$ cat config.mk
export PLATFORM = sky130hd
export DESIGN_NAME = mem_rd_arbiter
export DESIGN_NICKNAME = d
export VERILOG_FILES = /design/src/rtl/wavegen_mem_pkg.sv /design/src/rtl/mem_rd_tag_fifo.sv /design/src/rtl/mem_rd_arbiter.sv
export SDC_FILE = /design/constraint.sdc
export NUM_CORES = 1
export LEC_CHECK = 0
export ABC_AREA = 0
export CORE_AREA = 2 2 144 146
export DETAILED_ROUTE_END_ITERATION = 10
export DIE_AREA = 0 0 146 148
export PLACE_DENSITY = 0.81
export SYNTH_ARGS = -nofsm -noshare
export SYNTH_HDL_FRONTEND = slang
export SYNTH_SLANG_ARGS = --single-unit
$ cat constraint.sdc
create_clock -name clk -period 1.9 [get_ports clk]
set_input_delay 0.38 -clock clk [delete_from_list [all_inputs] [get_ports clk]]
set_output_delay 0.38 -clock clk [all_outputs]
set_load 0.02 [all_outputs]
$ cat src/rtl/wavegen_mem_pkg.sv
// Shared constants for the waveform/instruction memory read path.
// Requester slot 0 is the CPU fetch and slot 1 the segment fetch.
package wavegen_mem_pkg;
  localparam int ADDR_W  = 33;
  localparam int DATA_W  = 128;
  localparam int REQ_CPU = 0;
  localparam int REQ_SEG = 1;
endpackage

$ cat src/rtl/mem_rd_tag_fifo.sv
// Tag FIFO recording which requester owns each in-flight read.
// Push and pop may happen on the same edge.
module mem_rd_tag_fifo
  import wavegen_mem_pkg::*;
#(
  parameter int TAG_W = 1,
  parameter int DEPTH = 2,
  localparam int PTR_W = (DEPTH > 1) ? $clog2(DEPTH) : 1,
  localparam int CNT_W = $clog2(DEPTH + 1)
) (
  input  logic             clk,
  input  logic             rst_n,
  input  logic             push,
  input  logic [TAG_W-1:0] push_tag,
  input  logic             pop,
  output logic [TAG_W-1:0] pop_tag,
  output logic             empty,
  output logic [CNT_W-1:0] count
);

  logic [TAG_W-1:0] mem [DEPTH];
  logic [PTR_W-1:0] wr_ptr;
  logic [PTR_W-1:0] rd_ptr;
  logic             full;
  logic             do_push;
  logic             do_pop;

  function automatic logic [PTR_W-1:0] ptr_inc(input logic [PTR_W-1:0] p);
    return (int'(p) == DEPTH - 1) ? '0 : p + 1'b1;
  endfunction

  assign empty   = (count == '0);
  assign full    = (count == CNT_W'(DEPTH));
  assign do_pop  = pop & ~empty;
  assign do_push = push & (~full | do_pop);
  assign pop_tag = mem[rd_ptr];

  always_ff @(posedge clk) begin
    if (do_push) mem[wr_ptr] <= push_tag;
  end

  always_ff @(posedge clk or negedge rst_n) begin
    if (!rst_n) begin
      wr_ptr <= '0;
      rd_ptr <= '0;
      count  <= '0;
    end else begin
      if (do_push) wr_ptr <= ptr_inc(wr_ptr);
      if (do_pop)  rd_ptr <= ptr_inc(rd_ptr);
      if (do_push && !do_pop)      count <= count + 1'b1;
      else if (do_pop && !do_push) count <= count - 1'b1;
    end
  end

endmodule

$ cat src/rtl/mem_rd_arbiter.sv
// Round-robin arbiter sharing the single memory read port among requesters,
// with up to MAX_OUTST in-order reads in flight routed back by tag.
module mem_rd_arbiter
  import wavegen_mem_pkg::*;
#(
  parameter int NUM_REQ   = 2,
  parameter int ADDR_W    = wavegen_mem_pkg::ADDR_W,
  parameter int DATA_W    = wavegen_mem_pkg::DATA_W,
  parameter int MAX_OUTST = 2
) (
  input  logic                      clk,
  input  logic                      rst_n,
  input  logic [NUM_REQ-1:0]        req_valid,
  input  logic [NUM_REQ*ADDR_W-1:0] req_addr,
  output logic [NUM_REQ-1:0]        req_ack,
  output logic [DATA_W-1:0]         req_data,
  output logic                      mem_rd_valid,
  output logic [ADDR_W-1:0]         mem_rd_addr,
  input  logic                      mem_rd_ready,
  input  logic                      mem_rd_ack,
  input  logic [DATA_W-1:0]         mem_rd_data,
  output logic                      busy,
  output logic                      err_unexp_ack
);

  localparam int TAG_W = (NUM_REQ > 1) ? $clog2(NUM_REQ) : 1;
  localparam int CNT_W = $clog2(MAX_OUTST + 1);

  typedef struct packed {
    logic             found;
    logic [TAG_W-1:0] idx;
  } pick_t;

  // First eligible requester after last, wrapping around.
  function automatic pick_t rr_pick(input logic [NUM_REQ-1:0] elig,
                                    input logic [TAG_W-1:0]   last);
    pick_t            p;
    logic [TAG_W-1:0] jj;
    p = '0;
    for (int k = NUM_REQ; k >= 1; k--) begin
      jj = TAG_W'((int'(last) + k) % NUM_REQ);
      if (elig[jj]) begin
        p.found = 1'b1;
        p.idx   = jj;
      end
    end
    return p;
  endfunction

  function automatic logic [NUM_REQ-1:0] onehot(input logic [TAG_W-1:0] t);
    return NUM_REQ'(1) << t;
  endfunction

  logic                rd_valid_p0;
  logic [ADDR_W-1:0]   rd_addr_p0;
  logic [TAG_W-1:0]    rd_idx_p0;
  logic [TAG_W-1:0]    last_grant;
  logic [NUM_REQ-1:0]  outst;
  logic [NUM_REQ-1:0]  ack_p1;
  logic [DATA_W-1:0]   data_p1;
  logic                err_q;
  logic [NUM_REQ-1:0]  elig;
  pick_t               pick;
  logic                hs;
  logic                pop;
  logic                load;
  logic [TAG_W-1:0]    head_tag;
  logic                fifo_empty;
  logic [CNT_W-1:0]    count;

  mem_rd_tag_fifo #(
    .TAG_W (TAG_W),
    .DEPTH (MAX_OUTST)
  ) u_tag_fifo (
    .clk      (clk),
    .rst_n    (rst_n),
    .push     (hs),
    .push_tag (rd_idx_p0),
    .pop      (pop),
    .pop_tag  (head_tag),
    .empty    (fifo_empty),
    .count    (count)
  );

  always_comb begin
    elig = '0;
    for (int i = 0; i < NUM_REQ; i++)
      elig[i] = req_valid[i] & ~outst[i] & ~(rd_valid_p0 && (rd_idx_p0 == TAG_W'(i)));
  end

  assign pick = rr_pick(elig, last_grant);
  assign hs   = rd_valid_p0 & mem_rd_ready;
  assign pop  = mem_rd_ack & ~fifo_empty;
  // A slot pushed this cycle is already taken; a pop only frees it next edge.
  assign load = (~rd_valid_p0 | hs) & pick.found &
                ((int'(count) + int'(hs)) < MAX_OUTST);

  // Stage p0: registered address channel and grant bookkeeping
  always_ff @(posedge clk or negedge rst_n) begin
    if (!rst_n) begin
      rd_valid_p0 <= 1'b0;
      rd_addr_p0  <= '0;
      rd_idx_p0   <= '0;
      last_grant  <= TAG_W'(NUM_REQ - 1);
      outst       <= '0;
    end else begin
      if (load) begin
        rd_valid_p0 <= 1'b1;
        rd_addr_p0  <= req_addr[pick.idx*ADDR_W +: ADDR_W];
        rd_idx_p0   <= pick.idx;
        last_grant  <= pick.idx;
      end else if (hs) begin
        rd_valid_p0 <= 1'b0;
      end
      outst <= (outst & ~ack_p1) | (hs ? onehot(rd_idx_p0) : '0);
    end
  end

  // Stage p1: response routing back to the owning requester
  always_ff @(posedge clk or negedge rst_n) begin
    if (!rst_n) begin
      ack_p1  <= '0;
      data_p1 <= '0;
      err_q   <= 1'b0;
    end else begin
      ack_p1 <= pop ? onehot(head_tag) : '0;
      if (pop) data_p1 <= mem_rd_data;
      if (mem_rd_ack && fifo_empty) err_q <= 1'b1;
    end
  end

  assign mem_rd_valid  = rd_valid_p0;
  assign mem_rd_addr   = rd_addr_p0;
  assign req_ack       = ack_p1;
  assign req_data      = data_p1;
  assign err_unexp_ack = err_q;
  assign busy          = (|req_valid) | rd_valid_p0 | (|outst);

endmodule

==> metrics.txt, run 1 <==
status=completed; number of global-route vias before repair=between 5,000 and 6,000; Comb pwr share=about half; PwrDens=1662 nW/um^2; commonest cells after routing, fill and taps aside=clkdlybuf4s50_1 (363), mux2_2 (191), dfrtp_1 (172); Routed WL=~19 mm; Slowest cell on crit path=dfrtp_1; min cycle time layout=~1.9 ns; WP data arrival=2.16 ns; utilization after layout=about three fifths; Sequential Power Share=approximately a third; Worst Setup End Kind=register; Final Hold Vio Count=0; CTS tree=built; pin count of the biggest net entering global routing=just under 70; cell count after synthesis=428; commonest non-fill, non-tap cell in the layout=clkdlybuf4s50_1; chip height=~150 microns; fill count=about 1,700; crit-path max cell delay=around 0.42 ns; CTS root buffer=clkbuf_16; Final Skew=between 0.008 and 0.009 ns; WHS=approximately 0.38 ns; share of layout cells above drive strength 1=a little under a third; die area=21,610 sq um; register area share after synthesis=a little over three fifths; Net Sw Power=between 0.006 and 0.007 W; met2 Usage GRT=31.32%; Skew-Pair Late Insertion Delay=around 0.42 ns; gr usage total=17.69%; Final GP Congestion=0.7722; First DRT Iteration DRCs=90; Peak VDD IR=between 0.0007 and 0.0008 V; Internal=0.01278 W; clk sinks=~180; FMAX=539.1 MHz; design area=11,840 sq um; initial antenna violation count=1; Ys Warns=0; Post-DRT Antenna Nets=0; hpwl dp=approximately 15 mm; CP Class=register to register; Placed Area=around 11,000 sq um; Fin Setup TNS=0 ns; Netlist cell types=34; clk buf depth=2; CTS H-Tree Depth=4; clock power share=approximately 18%; unrepaired setup endpoints after global routing=yes; Clock Pin Slew Worst Setup and Hold Paths=about 0.07 ns; worst relative slew slack=between 70% and 80%; initial core utilization=34.94%; Avg Inst Size Synth=16.36 sq um; pins over their slew limit=0; Switching Share=between 30% and 40%; Std-Cell Rows=between 50 and 60; critical path data required time=2.20 ns; crit path from=mem_rd_valid; M3 GR Usage=under 10%; total power=just under 0.02 W; leakage dissipation=4.872 nW; Worst Tran Pin Value=between 0.3 and 0.4 ns; die width=146 microns; crit-path cells=buf_6, nand2_1, and3_1, o21ai_4, buf_4, mux2_2; Routed wire per std cell=17.52 microns; HP Class=input pin to async pin; gr busiest metal=met2; Max Cap Violations=0; syn nets=~630; post-synthesis cell area=~7000 sq um; first-pass GRT wire length=29.88 mm; drt drc=0; area grow syn2layout=69.09%; core footprint=approximately 20,000 sq um; # port buffers=365; Worst setup SP type=register; Num CTS Buffers=17; flops & latches, synth=175; worst-path maximum fanout=7; final setup vio count=0; Reg2Reg Launch Point=mem_rd_valid; ratio of routed vias to standard cells=4.542; met1 usage=19.81%; # IOs=~370; Period Utilization, post-route=a little over nine tenths; DR vias=5,023; gr ovfl total=0; NumNets Final=about 1,000; detailed-router iteration count before antenna repair=4
[cell type report]
| type | instances | area [sq um] | share of cell area [%] |
|---|---|---|---|
| Sequential cell | 175 | 4390 | 37.09 |
| Clock buffer | 17 | 425.4 | 3.593 |
| Multi-Input combinational cell | 229 | 2484 | 20.98 |
| Inverter | 3 | 11.26 | 0.09512 |
| Timing Repair Buffer | 396 | 4039 | 34.12 |
| Antenna cell | 1 | 2.502 | 0.02114 |
| Tap cell | 270 | 337.8 | 2.854 |
| Clock inverter | 15 | 148.9 | 1.258 |
[sequential cells by signal, indices dropped and copies added (netlist names), 2 cells and up]
signal	count
mem_rd_addr	33
outst	2
req_ack	2
req_data	128
u_tag_fifo.count	2
u_tag_fifo.mem	2
[final timing paths]
check | to | slack, ns | cells after the start
max | mem_rd_addr[26] | 0.05 | 6
min | req_data[22] | 0.38 | 2
max reg2reg | mem_rd_addr[26] | 0.05 | 6
min reg2reg | err_unexp_ack | 0.46 | 1
max in group asynchronous | req_data[68] | 0.84 | 3
min in group clk | err_unexp_ack | 0.46 | 1
[synthesized netlist by cell type (all sizes together)]
cell	number	area, sq um
mux2	194	2192
dfrtp	172	4304
buf	20	131.4
nor2	4	15.01
o21ai	4	31.28
inv	3	11.26
nand2	3	11.26
xor2	3	26.28
a21oi	2	10.01
edfxtp	2	60.06
xnor2	2	17.52
a21o	1	7.510
a31oi	1	6.260
a32o	1	10.01
and2	1	6.260
and3	1	6.260
clkbuf	1	13.76
dfstp	1	26.28
ha	1	12.51
mux2i	1	10.01
nand2b	1	13.76
nand3	1	5.000
nand4	1	21.27
nand4bb	1	11.26
nor2b	1	6.260
nor3	1	5.000
nor3b	1	7.510
nor4	1	6.260
o211a	1	10.01
o22ai	1	6.260
[stage by stage]
stage	instances	worst slack, ns
2_1_floorplan	428	0.04436
3_3_place_gp	1068	-0.2570
3_5_place_dp	1068	-0.3103
4_1_cts	1102	0.02245
5_1_grt	1106	-0.02713
6_report	1106	0.04507
[worst max-delay path: cells and delay by family, from the launching register on]
family	cells	cell delay, ns
buffers and inverters	2	0.35
multiplexers	1	0.34
flip-flops	1	0.42
AND/OR/NAND/NOR	2	0.34
AO/OA/AOI/OAI	1	0.29
[power groups by stage]
stage	registers (W)	logic, W	clock network, W
2_1_floorplan	0.00836	0.00299	0
3_3_place_gp	0.00638	0.00960	0
3_5_place_dp	0.00647	0.00972	0
4_1_cts	0.00642	0.00977	0.00355
5_1_grt	0.00663	0.0103	0.00369
6_report	0.00641	0.00983	0.00344
[repair_timing]
item	in CTS	in global routing
gates resized for setup	4	6
endpoints found under the hold margin	20	0
pin swaps	0	2
buffers inserted	1	1
hold buffers	1	0
gates cloned	0	2
setup endpoints to repair	1	27
[metal layers]
metal  wire length, microns  share of wire [%]
met4                    630                3.3
met3                   1318                6.8
met2                  10010                 52
met5                      0                  0
met1                   7410                 38
[kinds of logic (layout without fill, tap and decap cells)]
group | after synthesis | after routing | synth area share, %
mux | 195 | 195 | 31.45
simple gates | 17 | 17 | 1.644
compound gates | 11 | 11 | 1.162
fa+ha+maj | 1 | 1 | 0.1787
xor+xnor | 5 | 5 | 0.6256
buf+inv | 24 | 431 | 2.234
other cells | 0 | 1 | 0
flops | 175 | 175 | 62.71
Note: power is estimated with default switching activity, not from simulation.
==> inputs of run 2 (changes only) <==
--- a/config.mk
+++ b/config.mk
@@ -6,6 +6,7 @@
 export NUM_CORES = 1
 export LEC_CHECK = 0
 export ABC_AREA = 0
+export CAP_MARGIN = 20
 export CORE_AREA = 2 2 144 146
 export DETAILED_ROUTE_END_ITERATION = 10
 export DIE_AREA = 0 0 146 148
==> results of run 2 <==
The final DEF is identical to that of run 1; final timing and power are the same.
==> inputs of run 3 (changes only) <==
--- a/config.mk
+++ b/config.mk
@@ -8,6 +8,7 @@
 export ABC_AREA = 0
 export CAP_MARGIN = 20
 export CORE_AREA = 2 2 144 146
+export CTS_CLUSTER_SIZE = 20
 export DETAILED_ROUTE_END_ITERATION = 10
 export DIE_AREA = 0 0 146 148
 export PLACE_DENSITY = 0.81
==> results of run 3 <==
The final DEF is identical to that of run 1; final timing and power are the same.
